--- config.mk ---
export PLATFORM = sky130hd
export DESIGN_NAME = dp_feed_ctrl
export DESIGN_NICKNAME = d
export VERILOG_FILES = /design/src/rtl/dp_pkg.sv /design/src/rtl/dp_beat_counter.sv /design/src/rtl/dp_feed_ctrl.sv
export SDC_FILE = /design/constraint.sdc
export NUM_CORES = 1
export LEC_CHECK = 0
export ABC_CLOCK_PERIOD_IN_PS = 5280
export CAP_MARGIN = 15
export CORE_UTILIZATION = 38
export CTS_BUF_LIST = sky130_fd_sc_hd__clkbuf_8 sky130_fd_sc_hd__clkbuf_16
export DETAILED_ROUTE_END_ITERATION = 8
export PLACE_DENSITY_LB_ADDON = 0.12
export RECOVER_POWER = 100
export SLEW_MARGIN = 20
export SYNTH_ARGS = -nofsm -noshare
export SYNTH_HDL_FRONTEND = slang
export SYNTH_SLANG_ARGS = --single-unit
--- constraint.sdc ---
create_clock -name clk -period 5.28 [get_ports clk]
set_clock_uncertainty 0.05 [all_clocks]
set_input_delay 0.528 -clock clk [delete_from_list [all_inputs] [get_ports clk]]
set_output_delay 0.528 -clock clk [all_outputs]
set_load 0.02 [all_outputs]
--- src/rtl/dp_pkg.sv ---
// Shared parameters and state encoding for the DP feed controller.
package dp_pkg;

  localparam int unsigned BP_W   = 2;
  localparam int unsigned N      = 64;
  localparam int unsigned LOG_N  = 6;
  localparam int unsigned TLEN_W = 16;
  localparam int unsigned SLEN_W = LOG_N + 1;

  localparam logic [2:0] StIdle    = 3'd0;
  localparam logic [2:0] StLoadS   = 3'd1;
  localparam logic [2:0] StSync    = 3'd2;
  localparam logic [2:0] StStreamT = 3'd3;
  localparam logic [2:0] StDrain   = 3'd4;

endpackage

--- src/rtl/dp_beat_counter.sv ---
// Beat counter with synchronous clear, enable and terminal-count compare.
module dp_beat_counter #(
  parameter int unsigned Width = 8
) (
  input  logic             clk,
  input  logic             reset_i,
  input  logic             clr_i,
  input  logic             en_i,
  input  logic [Width-1:0] last_i,
  output logic             tc_o
);

  logic [Width-1:0] cnt_q, cnt_d;

  // Clear has priority over counting.
  always_comb begin
    cnt_d = cnt_q;
    if (clr_i) begin
      cnt_d = '0;
    end else if (en_i) begin
      cnt_d = cnt_q + Width'(1);
    end
  end

  // Count register.
  always_ff @(posedge clk or negedge reset_i) begin
    if (!reset_i) begin
      cnt_q <= '0;
    end else begin
      cnt_q <= cnt_d;
    end
  end

  // High while the current beat is the last one of the phase.
  assign tc_o = (cnt_q == last_i);

endmodule

--- src/rtl/dp_feed_ctrl.sv ---
// Job sequencer feeding query and target bases into the DP systolic array.
module dp_feed_ctrl
  import dp_pkg::*;
(
  input  logic              clk,
  input  logic              reset_i,
  input  logic              job_start,
  input  logic [SLEN_W-1:0] job_s_len,
  input  logic [TLEN_W-1:0] job_t_len,
  output logic              job_ready,
  output logic              job_done,
  output logic              job_err,
  input  logic              abort,
  input  logic [BP_W-1:0]   bp_data,
  input  logic              bp_valid,
  output logic              bp_ready,
  output logic [BP_W-1:0]   S,
  output logic              s_update,
  output logic [LOG_N-1:0]  PE_end,
  output logic              new_seq,
  output logic [BP_W-1:0]   T,
  output logic              valid,
  input  logic              busy,
  output logic              ack,
  input  logic              tb_busy
);

  logic [2:0]        state_q, state_d;
  logic [TLEN_W-1:0] t_len_q, t_len_d;
  logic [LOG_N-1:0]  pe_end_q, pe_end_d;
  logic [BP_W-1:0]   s_q, s_d, t_q, t_d;
  logic              s_update_q, s_update_d, valid_q, valid_d;
  logic              new_seq_q, new_seq_d, ack_q, ack_d;
  logic              job_done_q, job_done_d, job_err_q, job_err_d;
  logic              beat;
  logic              s_clr, s_en, s_tc, t_clr, t_en, t_tc;

  // Stream ready depends only on phase and, for the target, on DP backpressure.
  always_comb begin
    bp_ready = 1'b0;
    unique case (state_q)
      StLoadS:   bp_ready = 1'b1;
      StStreamT: bp_ready = ~busy;
      default:   bp_ready = 1'b0;
    endcase
  end

  assign beat = bp_valid & bp_ready;

  // Next-state and output-register logic; abort overrides everything.
  always_comb begin
    state_d    = state_q;
    t_len_d    = t_len_q;
    pe_end_d   = pe_end_q;
    s_d        = s_q;
    t_d        = t_q;
    s_update_d = 1'b0;
    valid_d    = 1'b0;
    new_seq_d  = 1'b0;
    ack_d      = 1'b0;
    job_done_d = 1'b0;
    job_err_d  = 1'b0;
    s_clr      = 1'b0;
    s_en       = 1'b0;
    t_clr      = 1'b0;
    t_en       = 1'b0;
    if (abort) begin
      state_d = StIdle;
      s_clr   = 1'b1;
      t_clr   = 1'b1;
    end else begin
      unique case (state_q)
        StIdle: begin
          s_clr = 1'b1;
          t_clr = 1'b1;
          if (job_start) begin
            t_len_d  = job_t_len;
            pe_end_d = LOG_N'(job_s_len - SLEN_W'(1));
            if (job_s_len == '0 || job_s_len > SLEN_W'(N)) begin
              job_err_d = 1'b1;
            end else begin
              state_d = StLoadS;
            end
          end
        end
        StLoadS: begin
          if (beat) begin
            s_d        = bp_data;
            s_update_d = 1'b1;
            s_en       = 1'b1;
            if (s_tc) state_d = StSync;
          end
        end
        StSync: begin
          // Traceback must be idle before the DP ping-pong buffers swap.
          if (!tb_busy) begin
            new_seq_d = 1'b1;
            state_d   = (t_len_q == '0) ? StDrain : StStreamT;
          end
        end
        StStreamT: begin
          if (beat) begin
            t_d     = bp_data;
            valid_d = 1'b1;
            t_en    = 1'b1;
            if (t_tc) state_d = StDrain;
          end
        end
        StDrain: begin
          if (!busy && !valid_q) begin
            ack_d      = 1'b1;
            job_done_d = 1'b1;
            state_d    = StIdle;
          end
        end
        default: state_d = StIdle;
      endcase
    end
  end

  // State and registered outputs.
  always_ff @(posedge clk or negedge reset_i) begin
    if (!reset_i) begin
      state_q    <= StIdle;
      t_len_q    <= '0;
      pe_end_q   <= '0;
      s_q        <= '0;
      t_q        <= '0;
      s_update_q <= 1'b0;
      valid_q    <= 1'b0;
      new_seq_q  <= 1'b0;
      ack_q      <= 1'b0;
      job_done_q <= 1'b0;
      job_err_q  <= 1'b0;
    end else begin
      state_q    <= state_d;
      t_len_q    <= t_len_d;
      pe_end_q   <= pe_end_d;
      s_q        <= s_d;
      t_q        <= t_d;
      s_update_q <= s_update_d;
      valid_q    <= valid_d;
      new_seq_q  <= new_seq_d;
      ack_q      <= ack_d;
      job_done_q <= job_done_d;
      job_err_q  <= job_err_d;
    end
  end

  dp_beat_counter #(
    .Width (LOG_N)
  ) u_s_cnt (
    .clk     (clk),
    .reset_i (reset_i),
    .clr_i   (s_clr),
    .en_i    (s_en),
    .last_i  (pe_end_q),
    .tc_o    (s_tc)
  );

  // Only reached with t_len >= 1, so t_len-1 never underflows here.
  dp_beat_counter #(
    .Width (TLEN_W)
  ) u_t_cnt (
    .clk     (clk),
    .reset_i (reset_i),
    .clr_i   (t_clr),
    .en_i    (t_en),
    .last_i  (t_len_q - TLEN_W'(1)),
    .tc_o    (t_tc)
  );

  assign job_ready = (state_q == StIdle);
  assign job_done  = job_done_q;
  assign job_err   = job_err_q;
  assign S         = s_q;
  assign s_update  = s_update_q;
  assign PE_end    = pe_end_q;
  assign new_seq   = new_seq_q;
  assign T         = t_q;
  assign valid     = valid_q;
  assign ack       = ack_q;

endmodule

==> results.json <==
{
  "outcome": "complete, but fails checks",
  "violations": "capacitance limit, slew limit",
  "grt_setup_unrepaired": "no",
  "synthArstFlopShare_pct": 100.0,
  "seqCellArea_sq_mm": 0.001401,
  "die-height_um": 94.74,
  "power.density_mw_per_mm2": 437.2,
  "ys_ff_latch": 56,
  "grt_max_degree": 57,
  "antenna_left": 0,
  "cts.repair.resized": 0,
  "area_growth_pct": 19.79,
  "fp.coreArea_sq_mm": 0.008258,
  "finalSetupViolCount": 0,
  "multi_input_area_sq_mm": 0.001725,
  "finalCritPeriodShare_pct": 63.69,
  "grt_antenna_before_repair": 0,
  "maxCapViolations": 2,
  "grt_use_met2_pct": 27.52,
  "place_ws_ps": 2174,
  "start_util_pct": 39.58,
  "ir_worst_vdd_mv": 0.1695,
  "synth.avg_cell_area_sq_um": 9.903,
  "portBuffers": 49,
  "synth_flop_cell": "dfrtp_1",
  "cts-hold-fix-buffers": 0,
  "cp_max_fo": 11,
  "wire_per_inst_um": 15.06,
  "leakagePower_nw": 1.615,
  "fin_nets": 410,
  "critical_path_class": "in2reg",
  "clkLatencyLatePin_ps": 320,
  "grtUsageTotal_pct": 17.65,
  "timing.fmax_mhz": 297.4,
  "relSlewSlack_pct": -103.5,
  "synth_cell_types": 56,
  "post-cts-setup-buffers": 0,
  "final_cell_mix": "dfrtp_1 (56), nor2_1 (35), clkdlybuf4s50_1 (29)",
  "synthCells": 330,
  "clockRootBuffer": "clkbuf_8",
  "grt_overflow": 0,
  "synth_edf_count": 0,
  "use_met1_pct": 24.73,
  "crit_required_ps": 5420,
  "ys_warn_count": 0,
  "fin_ws_ps": 1917,
  "nFillCells": 810,
  "layout.cells.most_common": "dfrtp_1",
  "timing.final.crit_period_ps": 3363,
  "firstDrtPassIters": 4,
  "gr-max-usage-layer": "met2",
  "drc": 0,
  "wl_mm": 7.200,
  "grt_pass1_wl_mm": 12.08,
  "cts_tree": "yes",
  "slew_viol_final": 68,
  "syn-num-nets": 368,
  "grt_pass1_vias": 2513,
  "io_pins": 50,
  "grtUsageMet3_pct": 3.543,
  "clkTransAtPathRegs_ps": 100,
  "cts_sinks": 56,
  "vias_per_cell": 5.257,
  "hold_violations": 0,
  "min-delay-path-class": "reg2reg",
  "die_w_um": 94.74,
  "cp-start-kind": "primary input",
  "cp.arrival_ps": 3510,
  "num_rows": 33,
  "endpoint_kind": "flop",
  "hpwlAfterDp_mm": 5.286,
  "numCtsBuffers": 5,
  "drive_gt1_share_pct": 8.043,
  "cts_buffer_depth": 2,
  "syn_area_sq_mm": 0.003268,
  "total_power_mw": 1.711,
  "tightest_slew_ps": 3052,
  "num_antenna_cells": 0,
  "gp_congestion": 0.7962,
  "cts_htree_levels": 2,
  "drt_iter0_drc": 113,
  "synth.yosys.seq_area_share_pct": 42.88,
  "setup_tns_ps": 0,
  "final_util_pct": 47.41,
  "die_area_sq_mm": 0.008976,
  "num_vias": 2513
}
[power by group]
part | internal [mW] | switching, mW | total [mW]
registers | 0.542 | 0.169 | 0.711
logic | 0.340 | 0.365 | 0.705
clock network | 0.143 | 0.152 | 0.295
[stage by stage]
step	hold slack (ps)	area, sq um	std cells
final	412.0	3915	478
after global routing	465.3	3915	478
after global placement	398.4	3835	470
after floorplan	182.4	3268	330
after detailed placement	409.4	3835	470
after CTS	324.9	3950	478
[synthesized netlist by cell type (2+ instances only)]
| library cell | n | area [sq um] |
|---|---|---|
| xor2_1 | 25 | 219.0 |
| mux2_1 | 12 | 135.1 |
| mux2_2 | 9 | 101.4 |
| or3_1 | 2 | 12.51 |
| ha_1 | 6 | 75.07 |
| buf_2 | 3 | 15.01 |
| dfrtp_1 | 56 | 1401 |
| nor3_1 | 15 | 75.07 |
| mux2i_1 | 2 | 20.02 |
| a211o_1 | 2 | 17.52 |
| nor4_2 | 3 | 37.54 |
| clkbuf_1 | 12 | 45.04 |
| nand2_1 | 22 | 82.58 |
| nor2_1 | 35 | 131.4 |
| nor4_1 | 3 | 18.77 |
| o31ai_1 | 2 | 15.01 |
| o21ai_1 | 8 | 40.04 |
| inv_1 | 11 | 41.29 |
| or4b_1 | 3 | 30.03 |
| a31o_1 | 2 | 17.52 |
| nand4b_1 | 2 | 17.52 |
| or4_4 | 2 | 22.52 |
| a21oi_1 | 6 | 30.03 |
| o21ai_0 | 6 | 30.03 |
| nand3_1 | 10 | 50.05 |
| or2_2 | 2 | 12.51 |
| and3_1 | 3 | 18.77 |
| a31oi_1 | 3 | 18.77 |
| xnor2_1 | 23 | 201.4 |
| nand3b_1 | 2 | 15.01 |
| nand4_1 | 12 | 75.07 |
| nor3b_1 | 2 | 15.01 |
[registers in the layout (all words and copies together) (netlist names)]
name,count
t_len_q,16
S,2
new_seq,1
valid,1
u_s_cnt.cnt_q,6
s_update,1
PE_end,6
job_done,1
job_err,1
state_q,3
T,2
u_t_cnt.cnt_q,16
[final cells by class]
cell class	count	area share (%)
multi-input cells	245	44.07
flip-flops and latches	56	35.79
repair buffers	52	12.69
well taps	105	3.356
clock buffers	5	1.758
clock inverters	3	1.182
inverters	12	1.151
[worst max-delay path, stage by stage]
cell	delay (ps)
dlygate4sd3_1	620
nor3b_1	460
nor4b_1	310
clkbuf_1	470
nand4_1	310
nor3_1	440
nand3_1	150
xor2_1	150
nor2_1	50
[routing by layer]
layer	wire [um]	share of wire [%]
met3	375	5.2
met2	3254	45
met4	87	1.2
met1	3483	48
met5	0	0
[final timing paths]
check / start / endpoint / slack, ps / depth (start not counted)
worst max-delay path: abort / u_t_cnt.cnt_q[15]$_DFFE_PN0P_ / 1920 / 9
worst min-delay path: valid$_DFF_PN0_ / job_done$_DFF_PN0_ / 410 / 1
worst max register to register: t_len_q[0]$_DFFE_PN0P_ / state_q[0]$_DFFE_PN0P_ / 2210 / 9
worst min register to register: valid$_DFF_PN0_ / job_done$_DFF_PN0_ / 410 / 1
max in group asynchronous: reset_i / u_t_cnt.cnt_q[5]$_DFFE_PN0P_ / 2220 / 2
min in group asynchronous: reset_i / t_len_q[6]$_DFFE_PN0P_ / 1240 / 2
[cell families after synthesis]
kind of cell	count (synthesis)	synth area share, %
compound gates	41	8.270
simple gates	127	22.05
fa+ha+maj	6	2.297
xor+xnor	48	12.86
mux	23	7.849
flops	56	42.88
buf+inv	29	3.790
No activity file was read; power rests on OpenSTA's default activity.
